[src/rtl/fifo_pkg.sv]
// ============================================================================
//  fifo_pkg : shared FSM encoding, pointer width and pointer helper for fifo_ctrl
//  Rev 1.0  : initial release
// ============================================================================
`default_nettype none

package fifo_pkg;

   localparam int PTR_W = 4;

   typedef logic [2:0] state_t;

   localparam state_t ST_RESET  = 3'd0;
   localparam state_t ST_INIT   = 3'd1;
   localparam state_t ST_IDLE   = 3'd2;
   localparam state_t ST_ACTIVE = 3'd3;
   localparam state_t ST_ERROR  = 3'd4;

   // Depth need not be a power of two, so wrap explicitly at len-1.
   function automatic logic [PTR_W-1:0] ptr_inc(input logic [PTR_W-1:0] ptr,
                                                input int unsigned       len);
      if (ptr == PTR_W'(len - 1)) return '0;
      return ptr + 1'b1;
   endfunction

endpackage

`default_nettype wire

[src/rtl/fifo_ctrl_memory.sv]
// ============================================================================
//  memory : simple dual-port word storage, synchronous write, registered read
//  Rev 1.0  : initial release
// ============================================================================
`default_nettype none

module memory #(
   parameter int MEM_WIDTH  = 10,
   parameter int MEM_LENGHT = 4,
   parameter int ADDR_W     = 2
) (
   input  logic                 clk,
   input  logic                 write_enable,
   input  logic                 read_enable,
   input  logic [ADDR_W-1:0]    write_addr,
   input  logic [ADDR_W-1:0]    read_addr,
   input  logic [MEM_WIDTH-1:0] data_in,
   output logic [MEM_WIDTH-1:0] data_out
);

   logic [MEM_WIDTH-1:0] r_mem [0:MEM_LENGHT-1];
   logic [MEM_WIDTH-1:0] r_data;

   // Read-before-write: a same-address write and read return the old word.
   always_ff @(posedge clk) begin
      if (write_enable) r_mem[write_addr] <= data_in;
      if (read_enable)  r_data <= r_mem[read_addr];
   end

   assign data_out = r_data;

endmodule

`default_nettype wire

[src/rtl/fifo_ctrl.sv]
// ============================================================================
//  fifo_ctrl : FIFO push/pop controller with occupancy flags, sticky errors
//  Rev 1.0   : initial release
// ============================================================================
`default_nettype none

module fifo_ctrl
   import fifo_pkg::*;
#(
   parameter int MEM_WIDTH  = 10,
   parameter int MEM_LENGHT = 4
) (
   input  logic                 clk,
   input  logic                 reset_L,
   input  logic                 init,
   input  logic [3:0]           umbral_alto,
   input  logic [3:0]           umbral_bajo,
   input  logic                 push,
   input  logic                 pop,
   input  logic [MEM_WIDTH-1:0] Fifo_Data_in,
   output logic [MEM_WIDTH-1:0] Fifo_Data_out,
   output logic                 valid_out,
   output logic                 full,
   output logic                 empty,
   output logic                 almost_full,
   output logic                 almost_empty,
   output logic                 overflow,
   output logic                 underflow,
   output logic [2:0]           state
);

   localparam int c_CW = $clog2(MEM_LENGHT) + 1;
   localparam int c_AW = $clog2(MEM_LENGHT);

   state_t             r_state;
   state_t             w_state_nxt;
   logic [PTR_W-1:0]   r_wr_ptr;
   logic [PTR_W-1:0]   r_rd_ptr;
   logic [c_CW-1:0]    r_count;
   logic [c_CW-1:0]    w_count_nxt;
   logic [4:0]         w_cnt5;
   logic [3:0]         r_alto;
   logic [3:0]         r_bajo;
   logic [3:0]         w_alto_nxt;
   logic [3:0]         w_bajo_nxt;
   logic               r_full;
   logic               r_empty;
   logic               r_almost_full;
   logic               r_almost_empty;
   logic               r_overflow;
   logic               r_underflow;
   logic               r_valid;
   logic               w_run;
   logic               w_clear;
   logic               w_read_en;
   logic               w_write_en;
   logic               w_ovf_ev;
   logic               w_unf_ev;

   // ---------------- FSM: state register ----------------
   always_ff @(posedge clk or negedge reset_L) begin
      if (!reset_L) r_state <= ST_RESET;
      else          r_state <= w_state_nxt;
   end

   // ---------------- FSM: next state ----------------
   always_comb begin
      w_state_nxt = r_state;
      unique case (r_state)
         ST_RESET:  w_state_nxt = ST_INIT;
         ST_INIT:   w_state_nxt = init ? ST_INIT : ST_IDLE;
         ST_IDLE: begin
            if (w_ovf_ev || w_unf_ev) w_state_nxt = ST_ERROR;
            else if (w_write_en)      w_state_nxt = ST_ACTIVE;
         end
         ST_ACTIVE: begin
            if (w_ovf_ev || w_unf_ev)  w_state_nxt = ST_ERROR;
            else if (w_count_nxt == '0) w_state_nxt = ST_IDLE;
         end
         ST_ERROR:  w_state_nxt = ST_ERROR;
         default:   w_state_nxt = ST_RESET;
      endcase
      if (init) w_state_nxt = ST_INIT;
   end

   // ---------------- FSM: outputs ----------------
   always_comb begin
      state   = r_state;
      w_run   = !init && ((r_state == ST_IDLE) || (r_state == ST_ACTIVE) ||
                          (r_state == ST_ERROR));
      w_clear = init || (r_state == ST_INIT) || (r_state == ST_RESET);
   end

   // Request qualification; a pop frees a slot so a push at full still lands.
   assign w_read_en  = w_run && pop && !r_empty;
   assign w_write_en = w_run && push && (!r_full || w_read_en);
   assign w_ovf_ev   = w_run && push && !w_write_en;
   assign w_unf_ev   = w_run && pop && r_empty;

   always_comb begin
      w_count_nxt = r_count;
      if (w_clear)
         w_count_nxt = '0;
      else if (w_write_en && !w_read_en)
         w_count_nxt = r_count + 1'b1;
      else if (!w_write_en && w_read_en)
         w_count_nxt = r_count - 1'b1;
   end

   assign w_cnt5     = 5'(w_count_nxt);
   assign w_alto_nxt = init ? umbral_alto : r_alto;
   assign w_bajo_nxt = init ? umbral_bajo : r_bajo;

   // Flags are registered from the next count so they move on the causing edge.
   always_ff @(posedge clk or negedge reset_L) begin
      if (!reset_L) begin
         r_wr_ptr       <= '0;
         r_rd_ptr       <= '0;
         r_count        <= '0;
         r_alto         <= '0;
         r_bajo         <= '0;
         r_full         <= 1'b0;
         r_empty        <= 1'b1;
         r_almost_full  <= 1'b0;
         r_almost_empty <= 1'b0;
         r_overflow     <= 1'b0;
         r_underflow    <= 1'b0;
         r_valid        <= 1'b0;
      end else begin
         r_alto         <= w_alto_nxt;
         r_bajo         <= w_bajo_nxt;
         r_count        <= w_count_nxt;
         r_full         <= (w_count_nxt == c_CW'(MEM_LENGHT));
         r_empty        <= (w_count_nxt == '0);
         r_almost_full  <= (w_cnt5 >= {1'b0, w_alto_nxt});
         r_almost_empty <= (w_cnt5 <= {1'b0, w_bajo_nxt}) && (w_count_nxt != '0);
         r_valid        <= w_read_en;
         if (w_clear) begin
            r_wr_ptr    <= '0;
            r_rd_ptr    <= '0;
            r_overflow  <= 1'b0;
            r_underflow <= 1'b0;
         end else begin
            if (w_write_en) r_wr_ptr <= ptr_inc(r_wr_ptr, MEM_LENGHT);
            if (w_read_en)  r_rd_ptr <= ptr_inc(r_rd_ptr, MEM_LENGHT);
            r_overflow  <= r_overflow  | w_ovf_ev;
            r_underflow <= r_underflow | w_unf_ev;
         end
      end
   end

   memory #(
      .MEM_WIDTH  (MEM_WIDTH),
      .MEM_LENGHT (MEM_LENGHT),
      .ADDR_W     (c_AW)
   ) u_memory (
      .clk          (clk),
      .write_enable (w_write_en),
      .read_enable  (w_read_en),
      .write_addr   (r_wr_ptr[c_AW-1:0]),
      .read_addr    (r_rd_ptr[c_AW-1:0]),
      .data_in      (Fifo_Data_in),
      .data_out     (Fifo_Data_out)
   );

   assign valid_out    = r_valid;
   assign full         = r_full;
   assign empty        = r_empty;
   assign almost_full  = r_almost_full;
   assign almost_empty = r_almost_empty;
   assign overflow     = r_overflow;
   assign underflow    = r_underflow;

endmodule

`default_nettype wire

[config.mk]
export PLATFORM = sky130hd
export DESIGN_NAME = fifo_ctrl
export DESIGN_NICKNAME = d
export VERILOG_FILES = /design/src/rtl/fifo_pkg.sv /design/src/rtl/fifo_ctrl_memory.sv /design/src/rtl/fifo_ctrl.sv
export SDC_FILE = /design/constraint.sdc
export NUM_CORES = 1
export LEC_CHECK = 0
export CAP_MARGIN = 15
export CORE_UTILIZATION = 30
export DETAILED_ROUTE_END_ITERATION = 10
export SLEW_MARGIN = 20
export SYNTH_ARGS = -nofsm -noshare
export SYNTH_HDL_FRONTEND = slang
export SYNTH_SLANG_ARGS = --single-unit
[constraint.sdc]
create_clock -name clk -period 6.5 [get_ports clk]
set_clock_uncertainty 0.2 [all_clocks]
set_input_delay 1.3 -clock clk [delete_from_list [all_inputs] [get_ports clk]]
set_output_delay 1.3 -clock clk [all_outputs]
set_load 0.1 [all_outputs]
# == Yosys cells after proc, flatten, opt, wreduce, memory -nomap -nowiden ==
# Memory sizes are Yosys's and may differ from the RTL's. A register that Yosys moved wholly into a read port is not among the register bits.
# Cells that the tools add are included.
# op_classes
addsub,4
magnitude_cmp,2
eq_ne,9
mux,29
n_bitwise,2
reduce_logical,27
# op_table
op,count
two-way mux 4 bit,10
two-way mux 3 bit,8
one-hot mux 3 bit (5 select lines),1
logical AND 1 bit,10
two-way mux 1 bit,10
adder 4 x 1 -> 4 bit (second input constant),2
== test 4 x 2 -> 1 bit (second input constant),2
== test 3 x 2 -> 1 bit (second input constant),2
== test 3 bit (second input constant),2
logical NOT 3 bit,2
logical OR 1 bit,6
logical NOT 1 bit,5
greater-or-equal comparator 3 x 4 -> 1 bit,1
<= comparator 3 x 4 -> 1 bit,1
!= test 4 x 3 -> 1 bit (second input constant),1
!= test 4 bit (second input constant),1
nonzero test 2 bit,2
adder 3 x 1 -> 3 bit (second input constant),1
== test 3 x 1 -> 1 bit (second input constant),1
nonzero test 3 bit,1
subtractor 3 x 1 -> 3 bit (second input constant),1
bitwise OR 1 bit,2
AND reduction 2 bit,1
# totals
register_bits,29
ramBits,40
memories,1
# memory_table
name,depth,word_bits,read_ports,rd_clocked_by_memory_dff,wr,line,rtl
u_memory.r_mem,4,10,1,1,1,fifo_ctrl_memory.sv:21,logic [MEM_WIDTH-1:0] r_mem [0:MEM_LENGHT-1];

# == Logic depth before layout (Yosys ltp) ==
# Gate-level depths: netlist (run 1).
# depth
ltp_word,18
ltp_mapped,12
depth_no_buf,11

# == Cells and area by module ==
# Synthesis (run 1) repeated with hierarchy kept, for this count alone.
# hier_totals
cells_unflattened,217
area_unflattened_um2,3319.4
# modules_own_cells
module,n_inst,cells_each,area_per_inst_um2,seq_area_each_um2
memory,1,66,1774.2,1501.4
fifo_ctrl,1,151,1545.2,726.9

# == Least setup slack after synthesis (run 1) ==
# OpenSTA, ideal clock, no wires.
# synth_timing
kind,input to register
from,in init
to,reg r_almost_full (netlist: almost_full)
setup_time_ps,118
t_arrival_ps,3192
slack_ps,2990
cell_stages,11
path_buffers,1
cell_sequence,or4b_1 > buf_4 > nand2_1 > nand2_1 > xnor2_1 > nand2_1 > ha_1 > nand2b_1 > a21o_1 > a21oi_1 > nor2_1
# synth_between
elab_chain_cells,12
# synth_rtl
item,line,rtl
from (decl),fifo_ctrl.sv:15,"input logic init,"
logical NOT 1 bit,fifo_ctrl.sv:89,w_run = !init && ((r_state == ST_IDLE) || (r_state == ST_ACTIVE) ||
logical AND 1 bit,fifo_ctrl.sv:89,
logical AND 1 bit (2 in series),fifo_ctrl.sv:95,assign w_read_en = w_run && pop && !r_empty;
logical OR 1 bit,fifo_ctrl.sv:96,assign w_write_en = w_run && push && (!r_full || w_read_en);
logical AND 1 bit,fifo_ctrl.sv:96,
logical NOT 1 bit,fifo_ctrl.sv:106,else if (!w_write_en && w_read_en)
logical AND 1 bit,fifo_ctrl.sv:106,
two-way mux 3 bit,fifo_ctrl.sv:106,
two-way mux 3 bit,fifo_ctrl.sv:104,else if (w_write_en && !w_read_en)
two-way mux 3 bit,fifo_ctrl.sv:102,if (w_clear)
greater-or-equal comparator 3 x 4 -> 1 bit (*),fifo_ctrl.sv:135,"r_almost_full <= (w_cnt5 >= {1'b0, w_alto_nxt});"
to (signal assigned),fifo_ctrl.sv:135,
to (decl),fifo_ctrl.sv:48,logic r_almost_full;
# Every way passes the cells marked *; elsewhere a longest branch is shown, timed or not.
# A chain may end at the register's enable or synchronous reset.

# == Worst setup path after layout (run 1) ==
# layout_timing
from,in init
to,reg r_almost_empty (netlist: almost_empty)
# layout_between
elab_chain_cells,13
# layout_rtl
item,line,rtl
logical NOT 1 bit,fifo_ctrl.sv:89,
logical AND 1 bit,fifo_ctrl.sv:89,
logical AND 1 bit (2 in series),fifo_ctrl.sv:95,
logical OR 1 bit,fifo_ctrl.sv:96,
logical AND 1 bit,fifo_ctrl.sv:96,
logical NOT 1 bit,fifo_ctrl.sv:106,
logical AND 1 bit,fifo_ctrl.sv:106,
two-way mux 3 bit,fifo_ctrl.sv:106,
two-way mux 3 bit,fifo_ctrl.sv:104,
two-way mux 3 bit,fifo_ctrl.sv:102,
<= comparator 3 x 4 -> 1 bit or nonzero test 3 bit (tied branches),fifo_ctrl.sv:136,"r_almost_empty <= (w_cnt5 <= {1'b0, w_bajo_nxt}) && (w_count_nxt != '0);"
logical AND 1 bit (*),fifo_ctrl.sv:136,
to (signal assigned),fifo_ctrl.sv:136,
to (decl),fifo_ctrl.sv:49,logic r_almost_empty;
# Marks and branches as above.

==> results.yml, run 1 <==
die:
  fp.coreArea_mm2: 0.01089
  dieArea_mm2: 0.01170
  num_rows: 38
  die_h_um: 108.2
  start_util_pct: 31.06
  die_w_um: 108.2
  io_pins: 43
global_routing:
  antenna_found_initial: 0
  grt_pass1_wl_um: 9777
  grt_usage_pct: 11.44
  overflow: 0
  grt_max_degree: 30
  first_global_vias: 1975
setup_path:
  start_kind: "input pin"
  cp_max_fo: 15
  cp-end-kind: "flop"
  ff2ff_setup_slack_ns: 3.52
  crit_required_ns: 6.53
  setup.worst_path.class: "in2reg"
  cp.arrival_ns: 4.34
run_status:
  status: "finished clean"
synthesis:
  synth.area.top_cells: "edfxtp_1, dfrtp_1, mux4_2"
  synth_cells: 224
  synth_top_area_cell: "edfxtp_1"
  synth_nets: 260
  ys_seq_elements: 79
  synth_warnings: 0
  synth.distinct_cells: 43
  synth_area_per_cell_um2: 15.10
  seq_area_frac_synth_pct: 65.89
  syn-cell-area_mm2: 0.003382
  yosysTopAreaCellShare_pct: 44.40
detailed_routing:
  routed_wirelength_um: 5982
  wire_per_inst_um: 14.41
  drc: 0
  drtIter0Drc: 85
  viasPerCell: 4.593
  drt_pass1_iterations: 4
  via_count: 1906
  postRouteAntennaNets: 0
sta:
  tns_ns: 0
  min_period_ns: 4.309
  post-route-period-util_pct: 66.30
  slew_violations: 0
  fin_hold_ws_ns: 0.2971
  tightestPinTransition_ns: 0.9874
  finalHoldViolCount: 0
  slew_headroom_pct: 34.17
  fmax_ghz: 0.2320
  rsz0062_at_grt: "no"
  setup_viol: 0
  finalWorstSetupSlack_ns: 2.191
placement:
  dpl_cell_area_mm2: 0.003951
  dpl.hpwl_um: 4061
  io_buffers: 42
  dp_cells: 399
  place_worst_setup_slack_ns: 1.793
  finalWeightedCongestion: 0.7532
final_layout:
  final_common_cell: "edfxtp_1"
  final_cell_mix: "edfxtp_1, clkdlybuf4s50_1, dfrtp_1, nor2_1"
  fill_cells: 1005
  fin_area_mm2: 0.004125
  ff_latch_area_mm2: 0.002228
  multi_input_area_mm2: 0.001071
  drive_gt1_share_pct: 12.73
  nets: 306
  stdcell_count: 415
  area_delta_synth_final_pct: 21.98
  antennaDiodeCount: 0
clock_tree:
  numClockSinks: 79
  cts_setup_buffers: 0
  postCtsHoldBufs: 0
  cts-root-buf: "clkbuf_8"
  post_cts_resized: 0
  clkTransAtPathRegs_ns: 0.08
  clk_latency_ns: 0.35
  htree_levels: 3
  cts_tree: "built"
  cts_max_path_buffers: 2
  cts_inserted_buffers: 9
pwr:
  peakVddDrop_v: 0.0001219
  power.density_mw_per_mm2: 270.2
  leakage_nw: 1.525
worst_hold_path:
  hold_path.class: "reg2reg"
flow_run:
  cap_violations: 0
stage by stage:
step / utilization (%) / power (W)
2_1_floorplan: - / 0.0007427
3_3_place_gp: 36.29 / 0.0008038
3_5_place_dp: 36.29 / 0.0008070
4_1_cts: 37.89 / 0.001133
5_1_grt: 37.89 / 0.001171
6_report: 37.89 / 0.001115
state kept, by name, summed over array words and instances, names as in the netlist:
name and flops:
full 1, r_alto 4, state 3, almost_full 1
valid_out 1, underflow 1, overflow 1, r_wr_ptr 4
u_memory.data_out 10, r_rd_ptr 4, almost_empty 1, u_memory.r_mem 40
r_count 3, r_bajo 4, empty 1
path summary, 6_finish.rpt:
path,start,end,depth (start not counted)
max,init,almost_empty,11
min,r_bajo[1],r_bajo[1],2
max reg2reg,state[1],almost_empty,10
min reg2reg,r_bajo[1],r_bajo[1],2
max in group asynchronous,reset_L,empty,2
min in group asynchronous,reset_L,r_rd_ptr[0],2
synth_stat cells:
library cell	n
mux2i_1	8
a21o_1	2
a211oi_1	4
and2_4	1
o311ai_0	1
inv_1	13
mux4_2	10
or2_2	2
nor2b_1	2
nand2b_1	4
ha_1	13
a311oi_1	1
nand2_1	10
nand4_1	2
o21bai_1	1
buf_1	2
nor4_1	1
and2_1	5
nand3b_1	1
xnor2_1	2
nand3_1	4
mux2_2	4
nor2_1	16
a221oi_4	1
or3b_1	1
xor2_1	3
a41oi_1	1
or4b_1	1
dfrtp_1	28
a32oi_1	1
edfxtp_1	50
nor4bb_1	1
a31oi_1	4
nand4b_1	1
o211a_1	1
o21ai_0	1
buf_4	1
a21oi_1	9
a41o_1	2
o31ai_1	2
clkbuf_1	5
dfstp_2	1
a21oi_2	1
power breakdown:
group / internal (W) / switching, W / total, W
Combinational: 0.0000686 / 0.000146 / 0.000214
Sequential: 0.000560 / 0.0000198 / 0.000580
Clock: 0.000142 / 0.000178 / 0.000320
final cells by class:
| cell class | count | area share (%) |
|---|---|---|
| tap | 140 | 4.246 |
| clock inverter | 5 | 1.031 |
| inverter | 13 | 1.183 |
| clock buffer | 11 | 3.185 |
| timing repair buffer | 43 | 10.37 |
| sequential | 79 | 54.02 |
| multi-input combinational | 124 | 25.96 |
routing by layer:
| metal | GRT usage (%) | part of all wire (%) | vias up |
|---|---|---|---|
| met5 | 0 | 0 | - |
| li1 | - | - | 933 |
| met2 | 18.29 | 50 | 25 |
| met4 | 5.577 | 1.7 | 0 |
| met1 | 14.05 | 46 | 940 |
| met3 | 3.496 | 2.6 | 8 |
critical path, stage by stage:
cell             delay [ns]
clkdlybuf4s50_1        0.71
or4b_1                 0.80
a211oi_1               0.29
o21bai_1               0.14
nand3_1                0.19
inv_1                  0.10
ha_1                   0.31
a21o_1                 0.11
a21oi_1                0.06
a311oi_1               0.25
a21oi_1                0.07
cells by family after synthesis:
| family | Yosys count | share of synthesized area [%] |
|---|---|---|
| AOI/OAI and AO/OA | 32 | 7.177 |
| and+or+nand+nor | 52 | 8.028 |
| xor gates and xnor gates | 5 | 1.295 |
| muxes | 22 | 10.36 |
| DFF | 79 | 65.89 |
| buffers and inverters | 21 | 2.442 |
| adders and majority gates | 13 | 4.810 |
No activity file was read; power rests on OpenSTA's default activity.
==> inputs of run 2 (changes only) <==
==> constraint.sdc (replaced) <==
create_clock -name clk -period 3.6 [get_ports clk]
set_clock_uncertainty 0.2 [all_clocks]
set_input_delay 0.72 -clock clk [delete_from_list [all_inputs] [get_ports clk]]
set_output_delay 0.72 -clock clk [all_outputs]
set_load 0.1 [all_outputs]
==> results.yml, run 2 (synthesis results as in run 1) <==
sta:
  finalWorstSetupSlack_ns: 0.4303
  setup_viol: 0
  slew_headroom_pct: 35.89
  rsz0062_at_grt: "no"
  tns_ns: 0
  fmax_ghz: 0.3155
  tightestPinTransition_ns: 0.9586
  slew_violations: 0
  min_period_ns: 3.170
  post-route-period-util_pct: 88.05
  finalHoldViolCount: 0
detailed_routing:
  viasPerCell: 4.544
  drtIter0Drc: 96
  postRouteAntennaNets: 0
  drc: 0
  drt_pass1_iterations: 4
  routed_wirelength_um: 5877
  wire_per_inst_um: 13.73
  via_count: 1945
die:
  start_util_pct: 31.06
  fp.coreArea_mm2: 0.01089
  die_w_um: 108.2
  num_rows: 38
  io_pins: 43
  dieArea_mm2: 0.01170
  die_h_um: 108.2
setup_path:
  cp-end-kind: "flop"
  setup.worst_path.class: "in2reg"
  crit_required_ns: 3.64
  cp.arrival_ns: 3.21
  cp-startpoint: "init"
  start_kind: "input pin"
  rr_startpoint: "state[1]"
  cp_max_fo: 6
final_layout:
  nets: 319
  largest_reg_flops: 40
  final_common_cell: "edfxtp_1"
  stdcell_count: 428
  drive_gt1_share_pct: 22.92
  antennaDiodeCount: 0
  area_delta_synth_final_pct: 24.20
  top_register: "u_memory.r_mem"
  final_cell_mix: "edfxtp_1, buf_4, dfrtp_1, clkdlybuf4s50_1, nor2_1"
  fill_cells: 1017
placement:
  io_buffers: 42
  dp_cells: 412
  dpl.hpwl_um: 4093
  finalWeightedCongestion: 0.8053
  place_worst_setup_slack_ns: 0.06202
clock_tree:
  cts_tree: "built"
  post_cts_resized: 0
  cts_setup_buffers: 0
  clk_latency_ns: 0.35
  cts-root-buf: "clkbuf_8"
  numClockSinks: 79
  cts_inserted_buffers: 9
  postCtsHoldBufs: 0
  clkTransAtPathRegs_ns: 0.08
  cts_max_path_buffers: 2
  htree_levels: 3
global_routing:
  grt_pass1_wl_um: 10070
  overflow: 0
  grt_max_degree: 30
  grt_usage_pct: 11.59
  first_global_vias: 1977
  antenna_found_initial: 0
pwr:
  leakage_nw: 1.626
  power.density_mw_per_mm2: 499.7
  peakVddDrop_v: 0.0001800
flow_run:
  cap_violations: 0
worst_hold_path:
  hold_path.class: "reg2reg"
  hp-start: "r_alto[1]"
run_status:
  status: "finished clean"
-- run 2: worst paths after layout --
check | to | slack, ns | cells after the start
setup reg to reg | almost_full | 0.80 | 10
min in group asynchronous | r_rd_ptr[0] | 0.55 | 2
hold / removal | r_alto[1] | 0.29 | 2
setup / recovery | almost_full | 0.43 | 11
max in group asynchronous | empty | 2.33 | 2
hold reg to reg | r_alto[1] | 0.29 | 2
-- run 2: worst max-delay path: stages --
cell and delay [ns]:
clkdlybuf4s50_1 0.45, or4b_1 0.64, nand2_1 0.17, nand2_1 0.08
xnor2_1 0.22, nand2_1 0.12, ha_1 0.27, nand2b_1 0.13
a21o_1 0.17, a21oi_1 0.16, nor2_1 0.06
-- run 2: per-layer routing --
metal / GRT usage (%) / vias to the layer above / part of all wire [%]
li1: - / 954 / -
met1: 14.71 / 950 / 45
met2: 17.97 / 28 / 49
met3: 3.255 / 13 / 3.5
met4: 6.164 / 0 / 2.2
met5: 0 / - / 0
-- run 2: per-stage QoR --
stage	power, W	hold slack (ns)	util, %	area, µm²
2_1_floorplan	0.001341	0.2244	-	3382
3_3_place_gp	0.001462	0.2814	36.77	4004
3_5_place_dp	0.001465	0.2736	36.77	4004
4_1_cts	0.002123	0.2961	38.58	4200
5_1_grt	0.002193	0.3261	38.58	4200
6_report	0.002099	0.2893	38.58	4200
-- run 2: power by group --
part | internal, W | switching (W) | total (W)
clock | 0.000328 | 0.000328 | 0.000656
sequential | 0.00101 | 0.0000342 | 0.00105
combinational | 0.000131 | 0.000266 | 0.000397
total | 0.00147 | 0.000628 | 0.00210
-- run 2: area by class of cell --
cell class,count,area [µm²],area share (%)
Clock inverter,5,65.06,1.549
Sequential cell,79,2228,53.05
Tap cell,140,175.2,4.170
Multi-Input combinational cell,124,1071,25.50
Timing Repair Buffer,56,480.5,11.44
Clock buffer,11,131.4,3.128
Inverter,13,48.80,1.162
